### src/rtl/seq_pattern_gen_pkg.sv
// Shared definitions for the serial pattern transmitter: FSM encoding and the default test pattern.
// The PAR state exists only when SEQ_GEN_PARITY_EN is defined.
package seq_pattern_gen_pkg;

    typedef enum logic [1:0] {
        ST_IDLE  = 2'd0,
        ST_SHIFT = 2'd1,
`ifdef SEQ_GEN_PARITY_EN
        ST_PAR   = 2'd2,
`endif
        ST_GAP   = 2'd3
    } seq_state_e;

    localparam logic [3:0] SEQ_PATTERN = 4'b1011;

endpackage

### src/rtl/seq_pattern_gen_shift_reg.sv
// Pattern shift register: parallel load, shift-left, MSB tap. Load wins over shift.
module seq_pattern_gen_shift_reg #(
    parameter int W = 4
) (
    input  logic         clk,
    input  logic         rst_n,
    input  logic         load_i,
    input  logic         shift_i,
    input  logic [W-1:0] load_val_i,
    output logic         msb_o
);

    logic [W-1:0] sr_q;
    logic [W-1:0] sr_d;

    always_comb begin
        sr_d = sr_q;
        if (load_i) begin
            sr_d = load_val_i;
        end else if (shift_i) begin
            sr_d = {sr_q[W-2:0], 1'b0};
        end
    end

    always_ff @(posedge clk or negedge rst_n) begin
        if (!rst_n) begin
            sr_q <= '0;
        end else begin
            sr_q <= sr_d;
        end
    end

    assign msb_o = sr_q[W-1];

endmodule

### src/rtl/seq_pattern_gen.sv
// Serial pattern transmitter: sends a captured pattern MSB-first, repeated with idle gaps.
// Define SEQ_GEN_PARITY_EN to append an even-parity bit to every copy.
module seq_pattern_gen
    import seq_pattern_gen_pkg::*;
#(
    parameter int PATTERN_W = 4,
    parameter int CNT_W     = 4,
    parameter int GAP_W     = 4
) (
    input  logic                 clock,
    input  logic                 reset,
    input  logic                 start,
    input  logic [PATTERN_W-1:0] pattern,
    input  logic [CNT_W-1:0]     repeat_cnt,
    input  logic [GAP_W-1:0]     gap_len,
    output logic                 data_out,
    output logic                 out_valid,
    output logic                 busy,
    output logic                 done
);

    localparam int BIT_W = $clog2(PATTERN_W);
    localparam logic [BIT_W-1:0] LAST_BIT = BIT_W'(PATTERN_W - 1);

    seq_state_e           state_q, state_d;
    logic [PATTERN_W-1:0] pat_q, pat_d;
    logic [CNT_W-1:0]     rep_q, rep_d;
    logic [GAP_W-1:0]     gap_len_q, gap_len_d;
    logic [GAP_W-1:0]     gap_cnt_q, gap_cnt_d;
    logic [BIT_W-1:0]     bit_cnt_q, bit_cnt_d;
    logic                 done_q, done_d;

    logic                 sr_load, sr_shift, sr_msb;
    logic [PATTERN_W-1:0] sr_load_val;
    logic                 last_bit, copy_end, more_copies;
    seq_state_e           end_state;

    assign last_bit    = (state_q == ST_SHIFT) && (bit_cnt_q == LAST_BIT);
    assign more_copies = (rep_q > CNT_W'(1));
`ifdef SEQ_GEN_PARITY_EN
    assign copy_end    = (state_q == ST_PAR);
`else
    assign copy_end    = last_bit;
`endif

    // A gap of zero skips GAP entirely so the next MSB follows the last bit directly.
    assign end_state = !more_copies          ? ST_IDLE :
                       (gap_len_q != '0)     ? ST_GAP  : ST_SHIFT;

    seq_pattern_gen_shift_reg #(.W(PATTERN_W)) u_shift_reg (
        .clk       (clock),
        .rst_n     (reset),
        .load_i    (sr_load),
        .shift_i   (sr_shift),
        .load_val_i(sr_load_val),
        .msb_o     (sr_msb)
    );

    always_ff @(posedge clock or negedge reset) begin
        if (!reset) begin
            state_q <= ST_IDLE;
        end else begin
            state_q <= state_d;
        end
    end

    always_comb begin
        state_d = state_q;
        case (state_q)
            ST_IDLE:  if (start) state_d = ST_SHIFT;
            ST_SHIFT: begin
                if (last_bit) begin
`ifdef SEQ_GEN_PARITY_EN
                    state_d = ST_PAR;
`else
                    state_d = end_state;
`endif
                end
            end
`ifdef SEQ_GEN_PARITY_EN
            ST_PAR:   state_d = end_state;
`endif
            ST_GAP:   if (gap_cnt_q == GAP_W'(1)) state_d = ST_SHIFT;
            default:  state_d = ST_IDLE;
        endcase
    end

    always_comb begin
        pat_d       = pat_q;
        rep_d       = rep_q;
        gap_len_d   = gap_len_q;
        gap_cnt_d   = gap_cnt_q;
        bit_cnt_d   = bit_cnt_q;
        sr_load     = 1'b0;
        sr_shift    = 1'b0;
        sr_load_val = pat_q;
        done_d      = (state_q != ST_IDLE) && (state_d == ST_IDLE);

        if (state_q == ST_IDLE && start) begin
            pat_d       = pattern;
            rep_d       = (repeat_cnt == '0) ? CNT_W'(1) : repeat_cnt;
            gap_len_d   = gap_len;
            bit_cnt_d   = '0;
            sr_load     = 1'b1;
            sr_load_val = pattern;
        end

        if (state_q == ST_SHIFT) begin
            if (last_bit) begin
                bit_cnt_d = '0;
            end else begin
                bit_cnt_d = bit_cnt_q + BIT_W'(1);
                sr_shift  = 1'b1;
            end
        end

        // Reload from the captured copy so later input changes never leak in.
        if (copy_end && more_copies) begin
            rep_d = rep_q - CNT_W'(1);
            if (gap_len_q != '0) begin
                gap_cnt_d = gap_len_q;
            end else begin
                sr_load = 1'b1;
            end
        end

        if (state_q == ST_GAP) begin
            if (gap_cnt_q == GAP_W'(1)) begin
                gap_cnt_d = '0;
                sr_load   = 1'b1;
            end else begin
                gap_cnt_d = gap_cnt_q - GAP_W'(1);
            end
        end
    end

    always_ff @(posedge clock or negedge reset) begin
        if (!reset) begin
            pat_q     <= '0;
            rep_q     <= '0;
            gap_len_q <= '0;
            gap_cnt_q <= '0;
            bit_cnt_q <= '0;
            done_q    <= 1'b0;
        end else begin
            pat_q     <= pat_d;
            rep_q     <= rep_d;
            gap_len_q <= gap_len_d;
            gap_cnt_q <= gap_cnt_d;
            bit_cnt_q <= bit_cnt_d;
            done_q    <= done_d;
        end
    end

    always_comb begin
        data_out  = 1'b0;
        out_valid = 1'b0;
        busy      = (state_q != ST_IDLE);
        done      = done_q;
        case (state_q)
            ST_SHIFT: begin
                out_valid = 1'b1;
                data_out  = sr_msb;
            end
`ifdef SEQ_GEN_PARITY_EN
            ST_PAR: begin
                out_valid = 1'b1;
                data_out  = ^pat_q;
            end
`endif
            default: ;
        endcase
    end

endmodule

### config.mk
export PLATFORM = sky130hd
export DESIGN_NAME = seq_pattern_gen
export DESIGN_NICKNAME = d
export VERILOG_FILES = /design/src/rtl/seq_pattern_gen_pkg.sv /design/src/rtl/seq_pattern_gen_shift_reg.sv /design/src/rtl/seq_pattern_gen.sv
export SDC_FILE = /design/constraint.sdc
export NUM_CORES = 1
export LEC_CHECK = 0
export CORE_MARGIN = 8
export CORE_UTILIZATION = 50
export CTS_BUF_LIST = sky130_fd_sc_hd__clkbuf_16
export DETAILED_ROUTE_END_ITERATION = 10
export GPL_ROUTABILITY_DRIVEN = 0
export HOLD_SLACK_MARGIN = 0.1
export PLACE_DENSITY = 0.74
export RECOVER_POWER = 100
export SYNTH_ARGS = -nofsm -noshare
export SYNTH_HDL_FRONTEND = slang
export SYNTH_SLANG_ARGS = --single-unit
### constraint.sdc
create_clock -name clock -period 2.5 [get_ports clock]
set_input_delay 0.625 -clock clock [delete_from_list [all_inputs] [get_ports clock]]
set_output_delay 0.625 -clock clock [all_outputs]
set_load 0.1 [all_outputs]
==> results of run 1 <==
report_power, final:
group / leakage (nW) / switching [W] / internal (W)
Clock: 0.0423 / 0.000132 / 0.000214
Sequential: 0.309 / 0.000154 / 0.000597
Combinational: 0.382 / 0.000657 / 0.000407
Total: 0.733 / 0.000943 / 0.00122
sequential cells by signal (all words and copies together) (netlist names):
register / count
bit_cnt_q: 2
done: 1
gap_cnt_q: 4
gap_len_q: 4
pat_q: 4
rep_q: 4
state_q: 2
u_shift_reg.sr_q: 4
cell families (layout without fill, tap and decap cells):
kind of cell	Yosys count	after routing	synth area share
buf+inv	14	39	0.0579
compound gates	23	23	0.127
flops	25	25	0.483
simple gates	41	41	0.152
mux	15	15	0.132
fa+ha+maj	5	5	0.0483
per-stage QoR:
stage	std cells	instance area [sq um]	setup WS, ps	total power (W)	util
6_report	178	1570	227	0.00216	0.633
5_1_grt	178	1570	134	0.00233	0.633
4_1_cts	178	1620	331	0.00227	0.654
3_5_place_dp	174	1540	62.4	0.00190	0.622
3_3_place_gp	174	1540	142	0.00184	0.622
2_1_floorplan	123	1300	60.6	0.00157	-
path summary, 6_finish.rpt:
| check | from | depth (start not counted) | slack [ps] | endpoint |
|---|---|---|---|---|
| setup reg to reg | rep_q[0]$_DFFE_PN0P_ | 6 | 470 | gap_cnt_q[0]$_DFFE_PN0P_ |
| setup / recovery | state_q[1]$_DFF_PN0_ | 5 | 230 | data_out |
| max in group asynchronous | reset | 2 | 500 | gap_len_q[0]$_DFFE_PN0P_ |
| min in group asynchronous | reset | 2 | 1200 | rep_q[1]$_DFFE_PN0P_ |
| hold / removal | pat_q[1]$_DFF_PN0_ | 1 | 490 | pat_q[1]$_DFF_PN0_ |
| hold reg to reg | pat_q[1]$_DFF_PN0_ | 1 | 490 | pat_q[1]$_DFF_PN0_ |
routing by layer:
layer / up-vias / part of all wire / routed length, um
li1: 485 / - / -
met4: 0 / 0.013 / 38
met5: - / 0 / 0
met2: 23 / 0.52 / 1530
met3: 5 / 0.038 / 113
met1: 496 / 0.43 / 1270
cell type report:
cell class                 count  share of cell area
clock buffer                   3              0.0478
timing repair buffer          24               0.123
tap                           30              0.0239
clock inverter                 1             0.00239
multi-input combinational     84               0.378
sequential                    25               0.399
inverter                      11              0.0263
cells in the final DEF (no fill, tap or decap), types with 2 or more instances in the layout:
cell,synthesis,routed
clkdlybuf4s50_1,0,13
nor2_1,2,2
o211ai_1,2,2
inv_1,11,12
nor3_1,2,2
dfrtp_1,25,25
nand3_1,4,4
nor4_1,2,2
mux2_1,0,4
ha_1,5,5
nand2_1,21,21
o22ai_1,2,2
a21oi_1,3,3
mux2_2,13,10
clkbuf_1,0,4
buf_4,0,3
clkbuf_16,0,3
o21ai_0,5,5
clkbuf_2,0,2
and2_1,3,2
==> flow_metrics.env, run 1 <==
export IMPL_avgSynthCellArea_sq_um=10.5
export IMPL_io_buffer_count=18
export IMPL_async_flop_share=1.00
export IMPL_critPathKind="flip-flop to primary output"
export IMPL_layout_drive_gt1_share=0.155
export IMPL_hp_class="flip-flop to flip-flop"
export IMPL_dieWidth_um=66.9
export IMPL_wl_um=2950
export IMPL_antenna_found_initial=0
export IMPL_diodes=0
export IMPL_dr_first_iter_drc_count=61
export IMPL_fin_crit_ps=2270
export IMPL_setup_worst_path_start_class="flip-flop"
export IMPL_leakage_nw=0.733
export IMPL_max_slew_margin=0.0896
export IMPL_slowest_stage="dfrtp_1"
export IMPL_htree_levels=1
export IMPL_maxCapViolCount=0
export IMPL_ctsResizeCount=0
export IMPL_finClkSkew_ps=2.82
export IMPL_post_cts_buffers=0
export IMPL_vias_per_cell=5.67
export IMPL_worstSetupEndpointType="primary output"
export IMPL_setup_violations=0
export IMPL_cp_arrival_ps=1650
export IMPL_grt_util_met2=0.258
export IMPL_synth_area_leaders="dfrtp_1, mux2_2, nand2_1"
export IMPL_grt_remaining_overflow=0
export IMPL_critPathMostFrequentCell="inv_1"
export IMPL_seq_area_frac_synth=0.483
export IMPL_syn_area_sq_um=1300
export IMPL_critPathMaxStageDelay_ps=410
export IMPL_grt_pass1_vias=1085
export IMPL_setup_tns_ps=0
export IMPL_wl_per_cell_um=16.6
export IMPL_grt_pass1_wl_um=5160
export IMPL_fill_cells=228
export IMPL_synth_top_area_share=0.483
export IMPL_design_die_area_sq_um=4480
export IMPL_power_density_nw_per_um2=1380
export IMPL_grt_start_max_net_pins=26
export IMPL_fin_nets=169
export IMPL_grtUsageMet3=0.0352
export IMPL_yosysMostFrequentCell="dfrtp_1"
export IMPL_num_vias=1009
export IMPL_worst_hold_slack_ps=494
export IMPL_area_sequential_sq_um=626
export IMPL_final_hold_viol_count=0
export IMPL_rows=18
export IMPL_critPathRequiredTime_ps=1880
export IMPL_firstDrtPassIters=4
export IMPL_syn_inst=123
export IMPL_cts_root_buf="clkbuf_16"
export IMPL_yosys_most_used_dff="dfrtp_1"
export IMPL_grt_use_met1=0.171
export IMPL_io_pins=19
export IMPL_critical_path_buf_inv_count=3
export IMPL_cp_top_family="buffers and inverters"
export IMPL_dp_hpwl_um=2170
export IMPL_insertion_delay_ps=260
export IMPL_synth_distinct_cells=35
export IMPL_die_y_um=66.9
export IMPL_start_util=0.523
export IMPL_slew_viol_final=0
export IMPL_multi_input_area_sq_um=593
export IMPL_numCtsBuffers=3
export IMPL_cts_sinks=25
export IMPL_core_area_sq_um=2480
export IMPL_crit_fanout=6
export IMPL_cp_cell_sequence="inv_1 -> nand2_1 -> inv_1 -> and2_2 -> buf_2"
export IMPL_cts_hold_buf=0
export IMPL_tightest_slew_ps=1370
export IMPL_antenna_left=0
export IMPL_ys_ff_latch=25
export IMPL_yosysTopAreaCell="dfrtp_1"
export IMPL_synth_nets=143
export IMPL_clock_path_buffers=2
export IMPL_synth_common_cells="dfrtp_1, nand2_1, mux2_2"
export IMPL_finalCritPeriodShare=0.909
export IMPL_synthToLayoutAreaGrowth_pct=21.0
export IMPL_clkTransAtPathRegs_ps=60
export IMPL_rsz0062_at_grt="false"
export IMPL_ys_warn_count=0
export IMPL_status="finished clean"
export IMPL_track_usage=0.148
export IMPL_ir_drop_v=0.00107
export IMPL_busiest_layer="met2"
export IMPL_clock_fmax_mhz=440
export IMPL_drcViolationCount=0
export IMPL_synth_enable_flop_cells=0
export IMPL_cts_tree="yes"
(Power assumes the default switching activity.)
==> inputs of run 2 (changes only) <==
CORE_UTILIZATION = 53   (was 50)
PLACE_DENSITY = 0.78   (was 0.74)
==> run 2 against run 1 <==
Highest routed layer unchanged. Count of clock-buffer cells in the layout did not move. Utilization rose by 2.0 points. Largest cell class unchanged. Setup slack improved by 15 ps. Sequential cell count did not move. First-iteration DRC count fell by 74%.
==> flow_metrics.env, run 2 (synthesis results as in run 1) <==
export IMPL_critPathRequiredTime_ps=1880
export IMPL_insertion_delay_ps=260
export IMPL_drcViolationCount=0
export IMPL_cp_cell_sequence="inv_1 -> nand2_1 -> inv_1 -> and2_2 -> buf_2"
export IMPL_ir_drop_v=0.00112
export IMPL_grt_pass1_wl_um=4860
export IMPL_worst_hold_slack_ps=487
export IMPL_r2r_cells=6
export IMPL_final_cell_mix="dfrtp_1, nand2_1, clkdlybuf4s50_1"
export IMPL_setup_violations=0
export IMPL_fin_nets=168
export IMPL_crit_fanout=6
export IMPL_reg2reg_setup_slack_ps=490
export IMPL_dr_first_iter_drc_count=16
export IMPL_multi_input_area_sq_um=591
export IMPL_rsz0062_at_grt="false"
export IMPL_synthToLayoutAreaGrowth_pct=20.4
export IMPL_tightest_slew_ps=1300
export IMPL_critPathMostFrequentCell="inv_1"
export IMPL_hold_end="pat_q[1]$_DFF_PN0_"
export IMPL_fin_crit_ps=2260
export IMPL_setup_worst_path_start_class="flip-flop"
export IMPL_critPathMaxStageDelay_ps=420
export IMPL_vias_per_cell=5.80
export IMPL_cp_top_family="buffers and inverters"
export IMPL_whs_path_depth=1
export IMPL_final_hold_viol_count=0
export IMPL_worstReg2RegEnd="u_shift_reg.sr_q[2]$_DFFE_PN0P_"
export IMPL_status="finished clean"
export IMPL_track_usage=0.144
export IMPL_antenna_found_initial=0
export IMPL_slowest_stage="dfrtp_1"
export IMPL_io_pins=19
export IMPL_power_density_nw_per_um2=1370
export IMPL_cp_arrival_ps=1630
export IMPL_reg2reg_from="rep_q[0]$_DFFE_PN0P_"
export IMPL_rows=18
export IMPL_slew_viol_final=0
export IMPL_clkTransAtPathRegs_ps=60
export IMPL_dieWidth_um=65.5
export IMPL_numCtsBuffers=3
export IMPL_grt_start_max_net_pins=26
export IMPL_worstSetupEndpointType="primary output"
export IMPL_wl_um=2820
export IMPL_htree_levels=1
export IMPL_diodes=0
export IMPL_cts_sinks=25
export IMPL_core_area_sq_um=2390
export IMPL_maxCapViolCount=0
export IMPL_cts_hold_buf=0
export IMPL_die_y_um=65.5
export IMPL_design_die_area_sq_um=4280
export IMPL_finClkSkew_ps=2.43
export IMPL_clock_path_buffers=2
export IMPL_hp_class="flip-flop to flip-flop"
export IMPL_layout_drive_gt1_share=0.163
export IMPL_critPathKind="flip-flop to primary output"
export IMPL_finalCritPeriodShare=0.904
export IMPL_ctsResizeCount=0
export IMPL_cts_tree="yes"
export IMPL_start_util=0.543
export IMPL_wl_per_cell_um=15.9
export IMPL_num_vias=1026
export IMPL_io_buffer_count=18
export IMPL_critical_path_buf_inv_count=3
export IMPL_layout_commonest_cell="dfrtp_1"
export IMPL_leakage_nw=0.727
export IMPL_firstDrtPassIters=4
export IMPL_cts_root_buf="clkbuf_16"
export IMPL_antenna_left=0
export IMPL_setup_tns_ps=0
export IMPL_fill_cells=218
export IMPL_max_slew_margin=0.130
export IMPL_grt_pass1_vias=1084
export IMPL_area_sequential_sq_um=626
export IMPL_grt_remaining_overflow=0
export IMPL_hold_start="pat_q[1]$_DFF_PN0_"
export IMPL_clock_fmax_mhz=443
export IMPL_dp_hpwl_um=2120
export IMPL_post_cts_buffers=0
-- run 2: cell types whose count changed in the layout (fill, tap and decap cells not counted) --
cell,before,now
buf_4,3,2
mux2_1,4,2
inv_1,12,11
nor2_1,2,3
clkinv_2,0,1
mux2_2,10,12
nor2_2,1,0
-- run 2: power breakdown --
part	leakage, nW	switching (W)	total, W	internal, W
combinational	0.377	0.000642	0.00105	0.000404
clock	0.0409	0.000133	0.000348	0.000215
sequential	0.309	0.000153	0.000750	0.000597
-- run 2: how the worst max path moves through the flow --
stage	start	end	slack (ps)	cells past startpoint
after global routing	state_q[1]$_DFF_PN0_	data_out	130	5
final	state_q[1]$_DFF_PN0_	data_out	240	5
after detailed placement	start	u_shift_reg.sr_q[1]$_DFFE_PN0P_	10	5
after CTS	start	u_shift_reg.sr_q[1]$_DFFE_PN0P_	240	5
after floorplan	state_q[1]$_DFF_PN0_	data_out	60	4
after global placement	start	u_shift_reg.sr_q[3]$_DFFE_PN0P_	90	5
-- run 2: cell type report --
| cell class | instances | area share |
|---|---|---|
| clock buffer | 3 | 0.0481 |
| tap | 30 | 0.0241 |
| multi-input combinational | 84 | 0.379 |
| inverter | 11 | 0.0265 |
| sequential | 25 | 0.401 |
| clock inverter | 1 | 0.00321 |
| timing repair buffer | 23 | 0.119 |
-- run 2: worst reg2reg max path, stage by stage (launching register included) --
cell and delay, ps:
dfrtp_1 430, inv_1 80, ha_1 190, nor2_1 80
o311a_1 340, a21oi_1 400, mux2_2 390
-- run 2: per-stage QoR --
stage	std cells	total power [W]	setup slack (ps)	util	instance area [sq um]
2_1_floorplan	123	0.00157	60.6	-	1300
3_3_place_gp	173	0.00183	93.2	0.643	1530
3_5_place_dp	173	0.00189	13.3	0.643	1530
4_1_cts	177	0.00226	238	0.676	1610
5_1_grt	177	0.00230	134	0.654	1560
6_report	177	0.00214	241	0.654	1560
-- run 2: per-layer routing --
metal  GRT usage  routed length [um]
met5           0                   0
met3      0.0374                 142
met4      0.0681                  60
met2       0.251                1470
met1       0.161                1150
==> inputs of run 3 (changes only) <==
ABC_AREA = 1   (was default)
CTS_CLUSTER_SIZE = 14   (was default)
==> run 3 against run 2 <==
Critical path depth grew 2. Cell count grew 29%. Global-route usage grew 0.54 points. Sequential power shrank 3.6%. Combinational power grew 19%. Wire length grew 5.6%. Sequential cell count is the same. Setup slack gained 200 ps. Non-clock buffer count shrank 4. Clock power shrank 2%. Die area grew 5.2%. Critical path type is now input port to flip-flop. Largest power group unchanged.
==> flow_metrics.env, run 3 <==
export IMPL_status="finished clean"
export IMPL_final_hold_viol_count=0
export IMPL_rows=18
export IMPL_max_slew_margin=0.133
export IMPL_syn_area_sq_um=1390
export IMPL_synth_distinct_cells=24
export IMPL_fill_cells=205
export IMPL_swShare=0.477
export IMPL_wl_um=2980
export IMPL_power_density_nw_per_um2=1400
export IMPL_vias_per_cell=5.07
export IMPL_crit_fanout=16
export IMPL_ctsResizeCount=0
export IMPL_yosys_most_used_dff="dfrtp_1"
export IMPL_synth_nets=199
export IMPL_design_die_area_sq_um=4510
export IMPL_seq_area_frac_synth=0.452
export IMPL_cts_hold_buf=0
export IMPL_hp_class="flip-flop to flip-flop"
export IMPL_insertion_delay_ps=250
export IMPL_synth_top_area_share=0.452
export IMPL_place_inst=225
export IMPL_dr_first_iter_drc_count=84
export IMPL_final_cell_mix="nand2_1, inv_1, dfrtp_1"
export IMPL_synthToLayoutAreaGrowth_pct=19.5
export IMPL_synth_enable_flop_cells=0
export IMPL_multi_input_area_sq_um=612
export IMPL_area_sequential_sq_um=626
export IMPL_antenna_left=0
export IMPL_slew_viol_final=0
export IMPL_ir_drop_v=0.00146
export IMPL_numCtsBuffers=3
export IMPL_synth_common_cells="nand2_1, inv_1, dfrtp_1"
export IMPL_core_area_sq_um=2480
export IMPL_cts_root_buf="clkbuf_16"
export IMPL_p_sw_w=0.00110
export IMPL_cts_sinks=25
export IMPL_yosysMostFrequentCell="nand2_1"
export IMPL_setup_violations=0
export IMPL_leakage_nw=0.877
export IMPL_clock_fmax_mhz=486
export IMPL_clkPwrFrac=0.147
export IMPL_syn_inst=179
export IMPL_worst_hold_slack_ps=518
export IMPL_track_usage=0.150
export IMPL_fin_nets=220
export IMPL_power_w=0.00231
export IMPL_critPathKind="input port to flip-flop"
export IMPL_rsz0062_at_grt="false"
export IMPL_tightest_slew_ps=1300
export IMPL_dieWidth_um=67.1
export IMPL_setup_worst_path_start_class="input port"
export IMPL_grt_pass1_vias=1205
export IMPL_async_flop_share=1.00
export IMPL_avgSynthCellArea_sq_um=7.74
export IMPL_firstDrtPassIters=4
export IMPL_clock_path_buffers=2
export IMPL_post_cts_buffers=0
export IMPL_grt_remaining_overflow=0
export IMPL_synth_area_leaders="dfrtp_1, nand2_1, inv_1"
export IMPL_clkTransAtPathRegs_ps=60
export IMPL_internal_power_w=0.00121
export IMPL_htree_levels=1
export IMPL_finalCritPeriodShare=0.824
export IMPL_instances_no_fill=229
export IMPL_ys_warn_count=0
export IMPL_yosysTopAreaCell="dfrtp_1"
export IMPL_antenna_found_initial=0
export IMPL_start_util=0.559
export IMPL_layout_drive_gt1_share=0.0603
export IMPL_finClkSkew_ps=1.50
export IMPL_num_vias=1161
export IMPL_p_comb_frac=0.540
export IMPL_drcViolationCount=0
export IMPL_io_buffer_count=18
export IMPL_worstSetupEndpointType="flip-flop"
export IMPL_critPathRequiredTime_ps=2630
export IMPL_diodes=0
export IMPL_cts_tree="yes"
export IMPL_ys_ff_latch=25
export IMPL_power_frac_seq=0.313
export IMPL_cp_arrival_ps=2190
export IMPL_die_y_um=67.1
export IMPL_maxCapViolCount=0
export IMPL_wl_per_cell_um=13.0
export IMPL_layout_commonest_cell="nand2_1"
export IMPL_fin_crit_ps=2060
export IMPL_io_pins=19
export IMPL_grt_start_max_net_pins=26
export IMPL_dp_hpwl_um=2280
export IMPL_setup_tns_ps=0
export IMPL_grt_pass1_wl_um=5240
## run 3: changes by cell type after synthesis, sizes merged, moves of 3 or more
cell and change:
inv +18, o21ai +9, a21oi -3, nand3 +10, and2 -3, mux2 -14
nand4 +5, nand2 +42, nor2 +8
## run 3: path summary, 6_finish.rpt
kind / from / cells past startpoint / slack (ps) / endpoint
max reg2reg: rep_q[0]$_DFFE_PN0P_ / 10 / 760 / gap_cnt_q[2]$_DFFE_PN0P_
max: start / 7 / 440 / rep_q[3]$_DFFE_PN0P_
min: pat_q[0]$_DFF_PN0_ / 2 / 520 / pat_q[0]$_DFF_PN0_
min reg2reg: pat_q[0]$_DFF_PN0_ / 2 / 520 / pat_q[0]$_DFF_PN0_
max in group asynchronous: reset / 2 / 620 / done$_DFF_PN0_
min in group asynchronous: reset / 2 / 1110 / gap_cnt_q[1]$_DFFE_PN0P_
## run 3: cells by family (layout without fill, tap and decap cells)
family	after synthesis	count (layout)	synth area share
flops	25	25	0.452
compound gates	18	18	0.0750
xor+xnor	3	3	0.0190
buf+inv	32	52	0.0957
fa+ha+maj	5	5	0.0452
simple gates	96	96	0.313
## run 3: worst max-delay path, stage by stage
cell and delay (ps):
dlygate4sd3_1 530, nand2_1 380, inv_1 300, nand2_1 120, nand2_1 60, o21ai_0 100
nand2_1 80
## run 3: metal layers
layer | GRT usage | vias up | share of wire
met3 | 0.0336 | 4 | 0.025
met5 | 0 | - | 0
li1 | - | 598 | -
met2 | 0.257 | 12 | 0.52
met1 | 0.178 | 547 | 0.45
met4 | 0.0574 | 0 | 0.0077
## run 3: metrics by stage
step | cell area (sq um) | utilization | worst slack [ps]
2_1_floorplan | 1390 | - | 25.8
3_3_place_gp | 1600 | 0.646 | 626
3_5_place_dp | 1600 | 0.646 | 587
4_1_cts | 1680 | 0.678 | 551
5_1_grt | 1660 | 0.668 | 263
6_report | 1660 | 0.668 | 441
## run 3: power groups by stage
stage | logic (W) | registers [W] | clock network (W)
2_1_floorplan | 0.000938 | 0.000749 | 0
3_3_place_gp | 0.00123 | 0.000717 | 0
3_5_place_dp | 0.00128 | 0.000724 | 0
4_1_cts | 0.00129 | 0.000721 | 0.000346
5_1_grt | 0.00141 | 0.000743 | 0.000370
6_report | 0.00125 | 0.000723 | 0.000341
## run 3: cell type report
class | count | area share
repair buffers | 19 | 0.116
well taps | 30 | 0.0227
inverters | 29 | 0.0658
flip-flops and latches | 25 | 0.378
multi-input cells | 122 | 0.370
clock buffers | 3 | 0.0454
clock inverters | 1 | 0.00227
